===== src/rtl/wb_select_pipe.sv =====
// N-way writeback result select with a registered valid/ready output and a 2-entry skid buffer.
// Optional build macro SEL_ERR_CNT_EN adds an 8-bit saturating out-of-range select counter.
module wb_select_pipe #(
   parameter  int WIDTH  = 32,
   parameter  int NUM_IN = 5,
   localparam int SEL_W  = $clog2(NUM_IN)
) (
   input  logic                    clk,
   input  logic                    rst_n,
   input  logic                    flush,
   input  logic [NUM_IN*WIDTH-1:0] in_data,
   input  logic [SEL_W-1:0]        in_sel,
   input  logic                    in_valid,
   output logic                    in_ready,
   output logic [WIDTH-1:0]        out_data,
   output logic                    out_sel_err,
   output logic                    out_valid,
   input  logic                    out_ready
`ifdef SEL_ERR_CNT_EN
   ,
   output logic [7:0]              sel_err_cnt
`endif
);

   logic [WIDTH-1:0] dec_data;
   logic             dec_err;
   logic [WIDTH-1:0] skid_data;
   logic             skid_err;
   logic             skid_valid;
   logic             accept;
   logic             drain;

   // Out-of-range selects fall through the loop and yield zero data with the error flag set.
   always_comb begin
      dec_data = '0;
      dec_err  = 1'b1;
      for (int k = 0; k < NUM_IN; k++) begin
         if (in_sel == SEL_W'(k)) begin
            dec_data = in_data[k*WIDTH +: WIDTH];
            dec_err  = 1'b0;
         end
      end
   end

   assign in_ready = !skid_valid;
   assign accept   = in_valid && in_ready;
   assign drain    = out_valid && out_ready;

   always_ff @(posedge clk or negedge rst_n) begin
      if (!rst_n) begin
         out_valid   <= 1'b0;
         out_data    <= '0;
         out_sel_err <= 1'b0;
         skid_valid  <= 1'b0;
         skid_data   <= '0;
         skid_err    <= 1'b0;
      end else if (flush) begin
         // Data registers keep their contents; only the valid bits drop.
         out_valid  <= 1'b0;
         skid_valid <= 1'b0;
      end else begin
         case ({out_valid, skid_valid})
            2'b00: begin
               if (accept) begin
                  out_valid   <= 1'b1;
                  out_data    <= dec_data;
                  out_sel_err <= dec_err;
               end
            end
            2'b10: begin
               if (accept && drain) begin
                  out_data    <= dec_data;
                  out_sel_err <= dec_err;
               end else if (accept) begin
                  skid_valid <= 1'b1;
                  skid_data  <= dec_data;
                  skid_err   <= dec_err;
               end else if (drain) begin
                  out_valid <= 1'b0;
               end
            end
            2'b11: begin
               if (drain) begin
                  out_data    <= skid_data;
                  out_sel_err <= skid_err;
                  skid_valid  <= 1'b0;
               end
            end
            default: begin
               out_valid  <= 1'b0;
               skid_valid <= 1'b0;
            end
         endcase
      end
   end

`ifdef SEL_ERR_CNT_EN
   always_ff @(posedge clk or negedge rst_n) begin
      if (!rst_n)
         sel_err_cnt <= 8'd0;
      else if (accept && dec_err && sel_err_cnt != 8'hff)
         sel_err_cnt <= sel_err_cnt + 8'd1;
   end
`endif

endmodule


===== config.mk =====
export PLATFORM = sky130hd
export DESIGN_NAME = wb_select_pipe
export DESIGN_NICKNAME = d
export VERILOG_FILES = /design/src/rtl/wb_select_pipe.sv
export SDC_FILE = /design/constraint.sdc
export NUM_CORES = 1
export LEC_CHECK = 0
export BUFFER_PORTS_ARGS = -buffer_cell sky130_fd_sc_hd__clkbuf_2
export CORE_MARGIN = 1.5
export CORE_UTILIZATION = 35
export CTS_CLUSTER_SIZE = 12
export DETAILED_ROUTE_END_ITERATION = 16
export PLACE_DENSITY_LB_ADDON = 0.08
export RECOVER_POWER = 100
export SLEW_MARGIN = 25
export SYNTH_ARGS = -nofsm -noshare
export SYNTH_HDL_FRONTEND = slang
export SYNTH_SLANG_ARGS = --single-unit

===== constraint.sdc =====
create_clock -name clk -period 2.4 [get_ports clk]
set_clock_uncertainty 0.05 [all_clocks]
set_input_delay 0.36 -clock clk [delete_from_list [all_inputs] [get_ports clk]]
set_output_delay 0.36 -clock clk [all_outputs]
set_load 0.02 [all_outputs]

After elaboration in Yosys (flattened, before gate mapping)
Index checks and enable logic that the tools add are counted.
Widths: inputs -> output; s select.
{"block": "word_totals", "ff_bits": 68, "input_bits": 168, "output_inout_bits": 35}
{"block": "op_classes", "mux": 27, "n_reduce_logical": 11, "n_eq_ne": 17, "n_bitwise": 2}
{"operator": "$mux 32", "count": 8}
{"operator": "$pmux 32 s3", "count": 1}
{"operator": "$ne 3x3->1 const B", "count": 6}
{"operator": "$mux 1", "count": 15}
{"operator": "$ne 2x2->1 const B", "count": 5}
{"operator": "$reduce_and 5->1", "count": 2}
{"operator": "$pmux 1 s3", "count": 3}
{"operator": "$reduce_and 4->1", "count": 2}
{"operator": "$eq 3x2->1 const B", "count": 2}
{"operator": "$eq 2x2->1 const B", "count": 2}
{"operator": "$eq 3x1->1 const B", "count": 1}
{"operator": "$eq 3x3->1 const B", "count": 1}
{"operator": "$logic_and 1x1->1", "count": 3}
{"operator": "$logic_not 3->1", "count": 1}
{"operator": "$reduce_bool 3->1", "count": 1}
{"operator": "$logic_not 2->1", "count": 1}
{"operator": "$not 1->1", "count": 2}
{"operator": "$logic_not 1->1", "count": 1}

Depth between registers and ports, before layout
{"block": "depth", "ltp_word": 8, "ltp_mapped": 7}

Worst setup path before layout
Ideal clock, no wire load.
{"block": "synth_timing", "path_kind": "input -> register", "startpoint": "in in_sel[1]", "endpoint": "reg skid_data[12]", "setup_ps": 132, "arrival_ps": 1458, "slack_ps": 759, "path_stages": 7, "t_required_ps": 2218, "cell_sequence": "buf_6 -> or3b_1 -> buf_6 -> buf_6 -> buf_6 -> o22ai_2 -> o21ai_1"}
{"block": "synth_between", "elab_chain_cells": 6, "elab_cells_between_ends": 10, "cone_classes": "4 x eq/ne; 5 x mux; 1 x reduce/logical"}
{"element": "start, declared", "line_no": "12", "text": "input logic [SEL_W-1:0] in_sel,"}
{"element": "$logic_not 3->1", "line_no": "38", "text": "if (in_sel == SEL_W'(k)) begin"}
{"element": "$mux 32 (4 in series)", "line_no": "38"}
{"element": "$mux 32 *", "line_no": "38"}
{"element": "end signal, assigned", "line_no": "76", "text": "skid_data <= dec_data;"}
{"element": "end, declared", "line_no": "27", "text": "logic [WIDTH-1:0] skid_data;"}
Mark *: on every way between the ends. The rest lies on a longest branch, timed or not.
A chain may end at the register's enable or synchronous reset.

Worst setup path after layout
{"block": "layout_timing", "startpoint": "reg skid_valid", "endpoint": "reg skid_data[13]"}
{"block": "layout_between", "elab_chain_cells": 5, "elab_cells_between_ends": 6, "cone_classes": "1 x eq/ne; 1 x bitwise; 4 x reduce/logical"}
{"element": "start, declared", "line_no": "29", "text": "logic skid_valid;"}
{"element": "start signal, assigned", "line_no": "54", "text": "skid_valid <= 1'b0;"}
{"element": "start signal, assigned", "line_no": "60", "text": "skid_valid <= 1'b0;"}
{"element": "start signal, assigned", "line_no": "75", "text": "skid_valid <= 1'b1;"}
{"element": "$logic_not 1->1", "line_no": "45", "text": "assign in_ready = !skid_valid;"}
{"element": "$logic_and 1x1->1", "line_no": "46", "text": "assign accept = in_valid && in_ready;"}
{"element": "$logic_and 1x1->1", "line_no": "71", "text": "if (accept && drain) begin"}
{"element": "$not 1->1 (no source line)"}
{"element": "$reduce_and 4->1 (no source line) *"}
Marked as above.

==> run_results.csv <==
group,metric,value,unit
timing,tns,0,ps
hold_path,hp-class,"input port to register",
layout,fin_cells,898,
floorplanning,core_area,0.0132,mm²
synthesis,syn_nets,707,
power,p_per_area,626,mW/mm²
synthesis,yosys-top-cells-count,"nand2_1 (93), dfrtp_1 (68), mux2i_1 (51), o21ai_1 (46)",
place,io_buffer_count,202,
timing,final_hold_viol_count,0,
clocking,cts_tree,"yes",
synthesis,synth.distinct_cells,35,
clocking,clk_path_buf_depth,2,
routing,dr.first_iter.drc_count,258,
timing,period_share,83.9,%
synthesis,yosys_most_used_dff,"dfrtp_1",
synthesis,syn_area,0.00470,mm²
clocking,cts_root_buf,"clkbuf_16",
timing,fmax,497,MHz
floorplanning,dieArea,0.0141,mm²
routing,viasPerCell,5.28,
layout,n_antenna_cell,0,
synthesis,synth-edff-count,0,
layout,fillers,1367,
power,leakagePower,0.00281,µW
critical_path,arrival,2130,ps
place,hpwlAfterDp,10.7,mm
layout,areaGrowthSynthToFinish,25.3,%
floorplanning,die_w,119,µm
synthesis,synth_top_area_share,36.2,%
synthesis,syn_inst,539,
critical_path,end_kind,"register",
flow_run,maxCapViolCount,0,
routing,drc,0,
global_routing,grt_pass1_vias,4838,
outcome,outcome,"finished, final reports clean",
clocking,path_clk_slew,60,ps
clocking,htreeDepth,3,
power,peakVddDrop,0.317,mV
routing,routed_wirelength,15.5,mm
synthesis,syn_area_per_cell,8.73,µm²
floorplanning,die_h,119,µm
critical_path,criticalPathCategory,"register to register",
timing,finalSetupViolCount,0,
global_routing,antenna_found_initial,0,
critical_path,startpoint_type,"register",
global_routing,grt_usage,22.3,%
floorplanning,row_count,42,
routing,dr.pass1.iters,4,
critical_path,crit_required,2510,ps
timing,tightest_slew,886,ps
clocking,clock-sinks,68,
layout,drive_above_1_share,31.7,%
timing,period_needed,2010,ps
synthesis,synth_area_leaders,"dfrtp_1 (36%), mux2i_1 (11%), nand2_1 (7.4%)",
clocking,cts_buffers,9,
synthesis,ys_seq_area_share,36.2,%
routing,post_drt_wl_per_cell,17.2,µm
floorplanning,start_util,35.7,%
layout,fin_nets,885,
global_routing,grt_max_degree,67,
timing,slew_headroom,40.9,%
floorplanning,io_pins,203,
global_routing,grt_pass1_wl,24.6,mm
timing,final_max_slew_viol_count,0,
routing,ant_nets,0,
synthesis,synth_seq_cells,68,
clocking,clock_latency,330,ps
synthesis,yosysWarnings,0,
place,post-place-cells,881,
timing,rsz0062_at_grt,"false",
routing,dr_total_vias,4740,
critical_path,path_max_fanout,66,
place,place.gp.congestion,0.785,
synthesis,synth_top_area_cell,"dfrtp_1",
synthesis,synthArstFlopShare,100,%
global_routing,grt_overflow,0,
synthesis,yosysMostFrequentCell,"nand2_1",
## power by group
part | switching, µW | internal [µW]
clock | 479 | 784
sequential | 128 | 1360
combinational | 567 | 372
## metal layers
metal | share of wire, % | global-route usage [%] | vias to the layer above
met3 | 7.4 | 5.46 | 14
met1 | 43 | 27.4 | 2239
met5 | 0 | 0 | -
li1 | - | - | 2303
met4 | 1.3 | 7.00 | 0
met2 | 48 | 38.4 | 184
## path summary, 6_finish.rpt
path | from | slack (ps) | cells after the start | end
max | skid_valid | 390 | 5 | skid_data[13]
min | flush | 180 | 2 | out_valid
max reg2reg | skid_valid | 390 | 5 | skid_data[13]
min reg2reg | skid_data[10] | 430 | 2 | skid_data[10]
max in group asynchronous | rst_n | 540 | 3 | out_data[0]
min in group asynchronous | rst_n | 640 | 2 | out_data[12]
## cell families (layout without fill, tap and decap cells)
| kind of cell | after synthesis | count (layout) | share of synthesized area, % |
|---|---|---|---|
| flip-flops | 68 | 68 | 36.2 |
| AND/OR/NAND/NOR | 187 | 187 | 18.1 |
| buffers and inverters | 52 | 235 | 6.25 |
| AO/OA/AOI/OAI | 181 | 181 | 28.6 |
| multiplexers | 51 | 51 | 10.9 |
## area by class of cell
class	count	area (µm²)	share of cell area (%)
multi-input combinational	419	2570	43.7
sequential	68	1700	28.9
timing repair buffer	217	1110	18.8
clock buffer	15	278	4.71
tap	176	220	3.74
inverter	2	7.51	0.127
clock inverter	1	5.00	0.0849
## worst max-delay path, cell delays in order (launching register included)
cell      delay (ps)
dfrtp_1          450
nand2b_4         190
or3_2            440
clkbuf_4         430
nand2_1          160
o21ai_0          110
## metrics by stage
stage / power (µW) / worst slack [ps] / hold slack [ps] / cell area [µm²] / utilization [%]
after floorplan: 2130 / 759 / 14.4 / 4700 / -
after global placement: 2520 / 491 / 280 / 5810 / 44.0
after detailed placement: 2550 / 413 / 291 / 5810 / 44.0
after CTS: 3830 / 540 / 167 / 6100 / 46.2
after global routing: 3910 / 215 / 173 / 5890 / 44.7
final: 3690 / 386 / 178 / 5890 / 44.7
## layout by cell type, fill, tap and decap left out, types with 2 or more instances in the layout
| cell type | Yosys | final |
|---|---|---|
| dfrtp_1 | 68 | 68 |
| clkbuf_4 | 0 | 2 |
| o21ai_0 | 2 | 46 |
| o21ai_1 | 46 | 2 |
| nor3_2 | 4 | 4 |
| a211o_1 | 14 | 14 |
| clkbuf_8 | 0 | 3 |
| nor3_1 | 22 | 22 |
| mux2i_1 | 51 | 51 |
| o22ai_1 | 35 | 35 |
| nor2_1 | 40 | 40 |
| o21ai_2 | 13 | 13 |
| buf_4 | 6 | 10 |
| inv_1 | 2 | 2 |
| a21oi_1 | 40 | 40 |
| o41ai_1 | 0 | 19 |
| nand2_1 | 93 | 93 |
| o22ai_2 | 10 | 10 |
| nand2b_1 | 16 | 15 |
| buf_12 | 0 | 2 |
| clkbuf_2 | 0 | 167 |
| clkbuf_1 | 16 | 38 |
| clkbuf_16 | 0 | 9 |
## registers in the layout, indices dropped and copies added, names as in the netlist
signal / count
skid_valid: 1
skid_data: 32
out_valid: 1
out_data: 32
skid_err: 1
out_sel_err: 1
## timing repair
action	CTS	global route
buffers inserted	0	0
endpoints found under the hold margin	31	0
hold buffers	1	0
gates resized for setup	0	0
Power figures use the tool's default switching activity.
